### src/rtl/byte_word_packer_if.sv
// Byte-in / word-out bus of the byte-to-word packer.
// The master modport belongs to the producer/consumer pair, and the slave modport
// belongs to the packer itself.
interface byte_word_packer_if #(
    parameter int DEPTH = 4
);
    localparam int LW = $clog2(DEPTH) + 1;

    logic          in_valid;
    logic [7:0]    in_byte;
    logic          flush;
    logic          out_valid;
    logic          out_ready;
    logic [31:0]   out_word;
    logic [2:0]    out_nbytes;
    logic [LW-1:0] level;
    logic          overflow;

    modport master (
        output in_valid, in_byte, flush, out_ready,
        input  out_valid, out_word, out_nbytes, level, overflow
    );

    modport slave (
        input  in_valid, in_byte, flush, out_ready,
        output out_valid, out_word, out_nbytes, level, overflow
    );
endinterface

### src/rtl/byte_word_packer.sv
// Packs a byte stream into 32-bit little-endian words and queues them in a small FIFO.
// The upstream side cannot be stalled. A word that completes while the FIFO is full
// and nothing drains is dropped, and the sticky overflow flag is raised.
module byte_word_packer #(
    parameter int DEPTH = 4
) (
    input  logic                clk,
    input  logic                reset,
    byte_word_packer_if.slave   bus
);
    localparam int AW = $clog2(DEPTH);
    localparam int LW = AW + 1;

    logic [1:0]    byte_cnt_reg;
    logic [31:0]   acc_reg;
    logic [31:0]   acc_merged;
    logic [31:0]   mem_word   [DEPTH];
    logic [2:0]    mem_nbytes [DEPTH];
    logic [AW-1:0] rd_ptr_reg;
    logic [AW-1:0] wr_ptr_reg;
    logic [LW-1:0] level_reg;
    logic          overflow_reg;

    logic [2:0]    eff_cnt;
    logic          push;
    logic          pop;
    logic          accept;

    // Each lane takes the incoming byte when it is the lane being filled.
    // This lets a word be pushed in the same cycle as its last byte.
    genvar gi;
    generate
        for (gi = 0; gi < 4; gi++) begin : g_lane
            assign acc_merged[8*gi +: 8] =
                (bus.in_valid && (byte_cnt_reg == 2'(gi))) ? bus.in_byte : acc_reg[8*gi +: 8];
        end
    endgenerate

    // Push and pop decisions. A full FIFO still accepts a word if the head leaves this cycle.
    always_comb begin
        eff_cnt = {1'b0, byte_cnt_reg} + {2'b00, bus.in_valid};
        push    = (eff_cnt == 3'd4) || (bus.flush && (eff_cnt != 3'd0));
        pop     = (level_reg != '0) && bus.out_ready;
        accept  = push && ((level_reg < LW'(DEPTH)) || pop);
    end

    // Accumulator: clears on every push, including a push whose word is dropped.
    always_ff @(posedge clk) begin
        if (reset) begin
            byte_cnt_reg <= 2'd0;
            acc_reg      <= 32'd0;
        end else if (push) begin
            byte_cnt_reg <= 2'd0;
            acc_reg      <= 32'd0;
        end else if (bus.in_valid) begin
            byte_cnt_reg <= byte_cnt_reg + 2'd1;
            acc_reg      <= acc_merged;
        end
    end

    // FIFO storage is not reset. The empty flag gates whatever it holds.
    always_ff @(posedge clk) begin
        if (accept) begin
            mem_word[wr_ptr_reg]   <= acc_merged;
            mem_nbytes[wr_ptr_reg] <= eff_cnt;
        end
    end

    // Pointers, occupancy and sticky overflow.
    always_ff @(posedge clk) begin
        if (reset) begin
            wr_ptr_reg   <= '0;
            rd_ptr_reg   <= '0;
            level_reg    <= '0;
            overflow_reg <= 1'b0;
        end else begin
            if (accept) begin
                wr_ptr_reg <= wr_ptr_reg + AW'(1);
            end
            if (pop) begin
                rd_ptr_reg <= rd_ptr_reg + AW'(1);
            end
            case ({accept, pop})
                2'b10:   level_reg <= level_reg + LW'(1);
                2'b01:   level_reg <= level_reg - LW'(1);
                default: level_reg <= level_reg;
            endcase
            if (push && !accept) begin
                overflow_reg <= 1'b1;
            end
        end
    end

    assign bus.out_valid  = (level_reg != '0);
    assign bus.out_word   = bus.out_valid ? mem_word[rd_ptr_reg]   : 32'd0;
    assign bus.out_nbytes = bus.out_valid ? mem_nbytes[rd_ptr_reg] : 3'd0;
    assign bus.level      = level_reg;
    assign bus.overflow   = overflow_reg;
endmodule
### src/flat_wrapper.sv
// flat-port wrapper written by rule: the top's interface ports become plain ports
module byte_word_packer_flat 
#(
    parameter int DEPTH = 4
)
  (clk, reset, bus_in_valid, bus_in_byte, bus_flush, bus_out_ready, bus_out_valid, bus_out_word, bus_out_nbytes, bus_level, bus_overflow);
  byte_word_packer_if #(.DEPTH(DEPTH)) bus_i ();
  input  logic clk;
  input  logic reset;
  input wire logic [$bits(bus_i.in_valid)-1:0] bus_in_valid;
  input wire logic [$bits(bus_i.in_byte)-1:0] bus_in_byte;
  input wire logic [$bits(bus_i.flush)-1:0] bus_flush;
  input wire logic [$bits(bus_i.out_ready)-1:0] bus_out_ready;
  output wire logic [$bits(bus_i.out_valid)-1:0] bus_out_valid;
  output wire logic [$bits(bus_i.out_word)-1:0] bus_out_word;
  output wire logic [$bits(bus_i.out_nbytes)-1:0] bus_out_nbytes;
  output wire logic [$bits(bus_i.level)-1:0] bus_level;
  output wire logic [$bits(bus_i.overflow)-1:0] bus_overflow;
  assign bus_i.in_valid = bus_in_valid;
  assign bus_i.in_byte = bus_in_byte;
  assign bus_i.flush = bus_flush;
  assign bus_i.out_ready = bus_out_ready;
  assign bus_out_valid = bus_i.out_valid;
  assign bus_out_word = bus_i.out_word;
  assign bus_out_nbytes = bus_i.out_nbytes;
  assign bus_level = bus_i.level;
  assign bus_overflow = bus_i.overflow;
  byte_word_packer #(.DEPTH(DEPTH)) u_core (.clk(clk), .reset(reset), .bus(bus_i));
endmodule
### config.mk
export PLATFORM = sky130hd
export DESIGN_NAME = byte_word_packer_flat
export DESIGN_NICKNAME = d
export VERILOG_FILES = /design/src/rtl/byte_word_packer_if.sv /design/src/rtl/byte_word_packer.sv /design/src/flat_wrapper.sv
export SDC_FILE = /design/constraint.sdc
export NUM_CORES = 1
export LEC_CHECK = 0
export CAP_MARGIN = 15
export CORE_MARGIN = 5
export CORE_UTILIZATION = 58
export DETAILED_ROUTE_END_ITERATION = 8
export HOLD_SLACK_MARGIN = 0.08
export PLACE_DENSITY = 0.86
export SKIP_CTS_REPAIR_TIMING = 1
export SLEW_MARGIN = 15
export SYNTH_ARGS = -nofsm -noshare
export SYNTH_HDL_FRONTEND = slang
export SYNTH_SLANG_ARGS = --single-unit
### constraint.sdc
create_clock -name clk -period 3.9 [get_ports clk]
set_input_delay 0.39 -clock clk [delete_from_list [all_inputs] [get_ports clk]]
set_output_delay 0.39 -clock clk [all_outputs]
set_load 0.05 [all_outputs]
==> qor.yml, run 1 <==
worst_setup_path:
  worstPathRequired_ns: 3.51
  crit_buf_inv: 2
  cp-start-kind: "flip-flop"
  arrival_ns: 2.86
  crit_chain: "buf_4 -> mux4_2 -> nor2b_1 -> clkdlybuf4s50_1"
  cp-end-kind: "output port"
  rrSetupSlack_ns: 1.01
  cpMaxStageDelayCell: "clkdlybuf4s50_1"
  cp_top_family: "buffers and inverters"
  cp_max_fo: 14
  max_stage_delay_ns: 0.70
  worst-setup-path-type: "reg -> out"
drt:
  via_per_inst: 5.51
  vias: 3555
  first_iter_violations: 291
  wire_per_inst_microns: 21.1
  route.detailed.drc: 0
  dr.pass1.iters: 4
  ant_nets: 0
  routed_wl_microns: 13600
layout:
  drive_above_1_share_pct: 23.9
  fillers: 762
  syn_to_final_growth_pct: 18.6
  largest_reg_flops: 128
  nNetsFinal: 490
  diodes: 0
synthesis:
  postSynth.asyncResetShare_pct: 0
  synth-simple-area-share_pct: 7.67
  synth_xor_area_share_pct: 0.606
  synth.distinct_cells: 31
  syn_inst: 399
  synth_compound_area_share_pct: 0.935
  ys.flop_type: "edfxtp_1"
  synthMuxAreaShare_pct: 16.3
  yosysSeqAreaShare_pct: 70.3
  synth_area_sq_um: 7230
  synth_top_family_by_area: "multiplexers"
  ys_warn_count: 0
  synthAdderAreaFrac_pct: 2.18
  syn_avg_cell_area_sq_um: 18.1
  synth_edf_count: 140
  syn_nets: 424
  ys_seq_elements: 184
global_routing:
  antenna_found_initial: 0
  grt_usage_pct: 19.7
  overflow: 0
  grt_first_pass_wirelength_microns: 21400
  grt_max_degree: 36
  grt_pass1_vias: 3805
pwr:
  fin_total_pwr_mw: 6.20
  leakage_nw: 2.96
  ir_worst_vdd_mv: 0.651
  powerDensity_nw_per_um2: 724
clock_tree:
  numCtsBuffers: 17
  cts_tree: "built"
  clock-sinks: 184
  clkLatencyLatePin_ns: 0.42
  htree_levels: 4
  path_clk_slew_ns: 0.07
  root_buffer: "clkbuf_16"
  cts.path.max_buffers: 2
floorplanning:
  die_h_microns: 122
  start_util_pct: 59.7
  fp.dieArea_sq_um: 14800
  core-area_sq_um: 12100
  num_rows: 40
  dieWidth_microns: 122
  io_pins: 53
timing:
  layout_min_cycle_time_ns: 3.25
  worst_pin_slew_ns: 0.914
  rsz0062_at_grt: "false"
  min_period_over_period_pct: 83.3
  tns_ns: 0
  setup_viol: 0
  skew_ns: 0.0114
  fin_ws_ns: 0.650
  fmax_mhz: 308
  hold_viol: 0
  slew_headroom_pct: 38.9
  finalMaxSlewViolations: 0
flow_run:
  maxCapViolations: 0
place:
  hpwlAfterDp_microns: 8090
  place_ws_ns: 0.385
  portBuffers: 52
  place_congestion: 0.732
outcome:
  outcome: "completed"
hold_path:
  hold_path_class: "reg -> reg"
layout by cell type (no fill, tap or decap), types with 2 or more instances in the layout:
| cell type | instances |
|---|---|
| mux2i_1 | 2 |
| xor2_1 | 4 |
| clkinv_4 | 2 |
| inv_1 | 11 |
| clkbuf_16 | 17 |
| and2_1 | 4 |
| nor2b_1 | 68 |
| mux2_2 | 32 |
| ha_1 | 11 |
| nor2_1 | 10 |
| mux4_2 | 35 |
| buf_4 | 11 |
| bufinv_16 | 4 |
| nand2_1 | 4 |
| clkinvlp_4 | 2 |
| a21oi_1 | 3 |
| edfxtp_1 | 140 |
| dfxtp_1 | 43 |
| nand2b_1 | 2 |
| clkdlybuf4s50_1 | 52 |
| inv_6 | 4 |
cells by family (layout without fill, tap and decap cells):
| kind of cell | after synthesis | in the layout |
|---|---|---|
| AOI/OAI and AO/OA | 9 | 9 |
| xor gates and xnor gates | 5 | 5 |
| adders and majority gates | 12 | 12 |
| buffers and inverters | 27 | 105 |
| DFF | 184 | 184 |
| muxes | 70 | 70 |
| and+or+nand+nor | 92 | 92 |
worst min-delay path, cell delays in order, from the launching register on:
cell     delay, ns
dfxtp_1       0.32
inv_1         0.05
a21oi_1       0.05
final timing paths:
check,cells after the start,endpoint,start
worst max register to register,11,u_core.bus.level[2],u_core.byte_cnt_reg[0]
worst min-delay path,2,u_core.bus.overflow,u_core.bus.overflow
worst min register to register,2,u_core.bus.overflow,u_core.bus.overflow
worst max-delay path,4,bus_out_word[2],flip-flop
cell usage after synthesis (4+ instances only):
master,n,share of area (%)
buf_6,4,0.62
xor2_1,4,0.48
inv_1,11,0.57
nand2_1,4,0.21
nor2_1,10,0.52
edfxtp_1,140,58
ha_1,11,1.9
clkbuf_1,4,0.21
mux2_2,32,5.0
and2_1,4,0.35
mux4_2,35,11
nor2b_1,68,5.9
dfxtp_1,44,12
buf_2,7,0.48
per-stage QoR:
step | std cells | hold WS [ns] | instance area [sq um] | util, %
floorplan | 399 | 0.482 | 7230 | -
global placement | 614 | 0.440 | 7950 | 65.6
detailed placement | 614 | 0.443 | 7950 | 65.6
CTS | 645 | 0.461 | 8570 | 70.8
global route | 645 | 0.494 | 8570 | 70.8
finish | 645 | 0.463 | 8570 | 70.8
area by class of cell:
class | count | area, sq um | share of cell area, %
flip-flops and latches | 184 | 5090 | 59.3
multi-input cells | 188 | 2010 | 23.4
repair buffers | 63 | 603 | 7.04
clock buffers | 17 | 425 | 4.96
well taps | 168 | 210 | 2.45
clock inverters | 14 | 196 | 2.29
inverters | 11 | 41.3 | 0.482
power breakdown:
part	leakage [nW]	internal, mW	switching, mW
logic	0.968	0.746	1.33
registers	1.69	2.24	0.0869
clock network	0.298	1.08	0.723
total	2.96	4.06	2.14
routing by layer:
layer | vias to the layer above | track usage (%) | routed length [microns]
li1 | 1625 | - | -
met1 | 1794 | 25.7 | 5580
met2 | 119 | 32.5 | 7020
met3 | 17 | 4.83 | 797
met4 | 0 | 7.28 | 200
met5 | - | 0 | 0
(Power assumes the default switching activity.)
==> run 2: changes to the inputs <==
clock period = 3.2 ns   (was 3.9 ns; I/O delays follow)
==> run 2 against run 1 <==
- via count grew 0.39%
- non-clock buffer count grew 2
- register-to-register slack lost 0.49 ns
- final cell count grew 0.47%
- largest power group unchanged
- design area is the same
==> qor.yml, run 2 (synthesized netlist as in run 1, its figures left out) <==
outcome:
  outcome: "completed"
flow_run:
  maxCapViolations: 0
floorplanning:
  die_h_microns: 122
  fp.dieArea_sq_um: 14800
  dieWidth_microns: 122
  io_pins: 53
  core-area_sq_um: 12100
  start_util_pct: 59.7
  num_rows: 40
worst_setup_path:
  worstPathRequired_ns: 3.54
  cp-start-kind: "flip-flop"
  worst-setup-path-type: "reg -> reg"
  rrSetupSlack_ns: 0.52
  crit_end: "u_core.bus.level[2]"
  cp-end-kind: "flip-flop"
  crit_start: "u_core.byte_cnt_reg[0]"
  rr_startpoint: "u_core.byte_cnt_reg[0]"
  cp_max_fo: 6
  rr_worst_depth: 11
  regToRegEndpoint: "u_core.bus.level[2]"
  arrival_ns: 3.01
place:
  hpwlAfterDp_microns: 7930
  portBuffers: 52
  place_congestion: 0.749
  post_dp_cell_area_sq_um: 7950
timing:
  layout_min_cycle_time_ns: 2.68
  hold_viol: 0
  setup_viol: 0
  finalMaxSlewViolations: 0
  skew_ns: 0.00730
  tns_ns: 0
  fmax_mhz: 374
  worst_pin_slew_ns: 0.549
  min_period_over_period_pct: 83.6
  rsz0062_at_grt: "false"
  slew_headroom_pct: 63.4
global_routing:
  met1_usage_pct: 25.5
  grt_usage_pct: 19.2
  antenna_found_initial: 0
  overflow: 0
  grt_use_met2_pct: 31.8
  grt_util_met3_pct: 4.41
  grt_max_degree: 36
  gr-max-usage-layer: "met2"
  grt_pass1_vias: 3855
  grt_first_pass_wirelength_microns: 21000
layout:
  layout_commonest_cell: "edfxtp_1"
  syn_to_final_growth_pct: 18.6
  postLayoutCellArea_sq_um: 8570
  fillers: 762
  multiInputGateArea_sq_um: 2010
  final_cell_mix: "edfxtp_1 (140), nor2b_1 (68), dfxtp_1 (43)"
  diodes: 0
  largest_reg_flops: 128
  nNetsFinal: 492
  drive_above_1_share_pct: 31.5
  register_area_sq_um: 5090
pwr:
  intPower_mw: 4.92
  powerDensity_nw_per_um2: 873
  combPwrFrac_pct: 33.3
  leakage_nw: 3.05
  p_seq_share_pct: 37.9
  power_frac_clock_pct: 28.8
  sw_frac_of_total_pct: 34.3
  ir_worst_vdd_mv: 0.486
  p_sw_mw: 2.56
hold_path:
  hold_path_class: "reg -> reg"
drt:
  via_per_inst: 5.51
  routed_wl_microns: 13200
  ant_nets: 0
  vias: 3569
  dr.pass1.iters: 4
  route.detailed.drc: 0
  wire_per_inst_microns: 20.4
  first_iter_violations: 383
clock_tree:
  root_buffer: "clkbuf_16"
  clkLatencyLatePin_ns: 0.41
  numCtsBuffers: 17
  clock-sinks: 184
  cts.path.max_buffers: 2
  cts_tree: "built"
  htree_levels: 4
  path_clk_slew_ns: 0.06
## run 2: changes by cell type in the layout (fill, tap and decap cells not counted), sizes merged
cell / previous run / this run
buf: 11 / 48
clkbuf: 17 / 19
clkdlybuf4s50: 52 / 17
clkinv: 4 / 6
inv: 15 / 12
## run 2: how the worst min path moves through the flow
stage	cells after the start	start	slack, ns	endpoint
global route	2	u_core.bus.overflow	0.50	u_core.bus.overflow
finish	2	u_core.bus.overflow	0.46	u_core.bus.overflow
detailed placement	2	u_core.bus.overflow	0.45	u_core.bus.overflow
CTS	2	u_core.bus.overflow	0.46	u_core.bus.overflow
global placement	2	u_core.bus.overflow	0.44	u_core.bus.overflow
floorplan	2	u_core.wr_ptr_reg[1]	0.48	u_core.wr_ptr_reg[1]
## run 2: power by group through the flow
stage	combinational [mW]	sequential, mW	clock (mW)
after CTS	2.53	2.84	2.18
final	2.49	2.84	2.15
after global routing	2.65	2.86	2.29
after detailed placement	2.51	2.89	0
after floorplan	1.77	2.88	0
after global placement	2.49	2.88	0
## run 2: layer usage
layer	wire length, microns	vias to the layer above	share of wire [%]
met5	0	-	0
met4	186	0	1.4
met3	759	14	5.7
met2	6860	101	52
met1	5420	1826	41
li1	-	1628	-
## run 2: worst max-delay path: stages (launching register included)
cell and delay [ns]:
dfxtp_1 0.36, ha_1 0.21, ha_1 0.34, o21ai_1 0.29, a21oi_4 0.09, inv_1 0.06, ha_1 0.18, inv_1 0.07
fa_1 0.37, xor2_1 0.16, or3_1 0.32, a21oi_1 0.15
## run 2: layout make-up
class | instances | share of cell area [%]
repair buffers | 65 | 7.06
inverters | 11 | 0.482
multi-input cells | 188 | 23.4
well taps | 168 | 2.45
clock buffers | 19 | 5.17
flip-flops and latches | 184 | 59.3
clock inverters | 13 | 2.06
## run 2: per-stage QoR
step | instances | setup WS (ns) | power (mW) | utilization (%) | hold WS (ns)
after detailed placement | 616 | 0.121 | 5.41 | 65.7 | 0.453
after floorplan | 399 | 0.437 | 4.65 | - | 0.482
after global placement | 616 | 0.253 | 5.37 | 65.7 | 0.437
after CTS | 648 | 0.528 | 7.55 | 70.8 | 0.465
final | 648 | 0.524 | 7.49 | 70.8 | 0.463
after global routing | 648 | 0.367 | 7.79 | 70.8 | 0.499
==> run 3: changes to the inputs <==
CORE_UTILIZATION = 52   (was 58)
PLACE_DENSITY = 0.82   (was 0.86)
clock period = 2.2 ns   (was 3.2 ns; I/O delays follow)
==> run 3 against run 2 <==
- the run now ends with setup timing left
- routed wire length up 11%
- design area up 8.0%
- sequential power up 44%
- global-route usage down 1.5 points
- largest power group is now combinational logic
==> qor.yml, run 3 (synthesized netlist as in run 1, its figures left out) <==
outcome:
  outcome: "finished with violations"
  violations: "setup timing"
timing:
  worst_pin_slew_ns: 0.505
  layout_min_cycle_time_ns: 2.29
  setup_viol: 10
  fin_ws_ns: -0.0938
  finalMaxSlewViolations: 0
  skew_ns: 0.00585
  min_period_over_period_pct: 104
  slew_headroom_pct: 66.3
  whs_ns: 0.462
  hold_viol: 0
  rsz0062_at_grt: "true"
  fmax_mhz: 436
clock_tree:
  numCtsBuffers: 17
  root_buffer: "clkbuf_16"
  clkLatencyLatePin_ns: 0.42
  cts.path.max_buffers: 2
  cts_tree: "built"
  clock-sinks: 184
  path_clk_slew_ns: 0.07
  htree_levels: 4
floorplanning:
  core-area_sq_um: 13800
  num_rows: 43
  fp.dieArea_sq_um: 16400
  io_pins: 53
  start_util_pct: 52.5
  dieWidth_microns: 128
  die_h_microns: 128
pwr:
  powerDensity_nw_per_um2: 1290
  fin_total_pwr_mw: 11.9
  leakage_nw: 3.26
  ir_worst_vdd_mv: 0.887
layout:
  largest_reg_flops: 128
  fillers: 863
  final_cell_mix: "edfxtp_1 (140), nor2b_1 (68), dfxtp_1 (42), buf_12 (42), mux4_2 (35)"
  nNetsFinal: 509
  syn_to_final_growth_pct: 28.0
  utilization_pct: 67.2
  drive_above_1_share_pct: 36.8
  layout_commonest_cell: "edfxtp_1"
  diodes: 0
  final_cells: 677
drt:
  route.detailed.drc: 0
  dr.pass1.iters: 5
  routed_wl_microns: 14700
  vias: 3785
  via_per_inst: 5.59
  first_iter_violations: 247
  ant_nets: 0
  wire_per_inst_microns: 21.6
worst_setup_path:
  cp_max_fo: 3
  worst-setup-path-type: "reg -> reg"
  worstPathRequired_ns: 2.55
  cp-start-kind: "flip-flop"
  cp-end-kind: "flip-flop"
  arrival_ns: 2.65
flow_run:
  maxCapViolations: 0
place:
  place_inst: 640
  hpwlAfterDp_microns: 8430
  place_congestion: 0.808
  portBuffers: 52
global_routing:
  antenna_found_initial: 0
  overflow: 0
  grt_max_degree: 37
  grt_pass1_vias: 4042
  grt_usage_pct: 17.8
  grt_first_pass_wirelength_microns: 21800
hold_path:
  hold_path_class: "reg -> reg"
-- run 3: area by class of cell --
cell class | count | area (sq um) | area share (%)
clock inverters | 15 | 154 | 1.66
inverters | 11 | 41.3 | 0.446
well taps | 180 | 225 | 2.43
repair buffers | 82 | 1250 | 13.6
clock buffers | 17 | 425 | 4.60
flip-flops and latches | 184 | 5090 | 55.0
multi-input cells | 188 | 2070 | 22.3
-- run 3: metrics by stage --
| stage | setup WS, ns | instance area [sq um] | setup TNS (ns) |
|---|---|---|---|
| 6_report | -0.0938 | 9260 | -0.255 |
| 3_5_place_dp | -0.552 | 8550 | -48.29 |
| 2_1_floorplan | -0.143 | 7270 | -11.15 |
| 4_1_cts | -0.153 | 9130 | -0.840 |
| 5_1_grt | -0.210 | 9260 | -2.82 |
| 3_3_place_gp | -0.460 | 8550 | -43.43 |
-- run 3: where the power goes --
| part | internal [mW] | total, mW | switching [mW] |
|---|---|---|---|
| combinational | 2.22 | 4.89 | 2.67 |
| sequential | 3.97 | 4.09 | 0.124 |
| clock | 1.67 | 2.93 | 1.25 |
-- run 3: critical path: stages (launching register included) --
cell and delay, ns:
dfxtp_4 0.35, ha_4 0.16, ha_4 0.22, or3b_4 0.39, a21oi_4 0.15, inv_2 0.06, ha_4 0.16, inv_2 0.05
fa_2 0.19, xor2_1 0.06, or3_1 0.30, a21oi_1 0.14
-- run 3: per-layer routing --
layer / track usage, % / part of all wire, %
met5: 0 / 0
met4: 4.99 / 1.4
met3: 5.00 / 5.2
met2: 30.6 / 53
met1: 22.1 / 40
-- run 3: final timing paths --
kind                                              from                   to  slack, ns  cells after the start
worst max register to register  u_core.byte_cnt_reg[0]  u_core.bus.level[2]      -0.09                     11
worst min register to register     u_core.bus.overflow  u_core.bus.overflow       0.46                      2
worst min-delay path               u_core.bus.overflow  u_core.bus.overflow       0.46                      2
worst max-delay path            u_core.byte_cnt_reg[0]  u_core.bus.level[2]      -0.09                     11
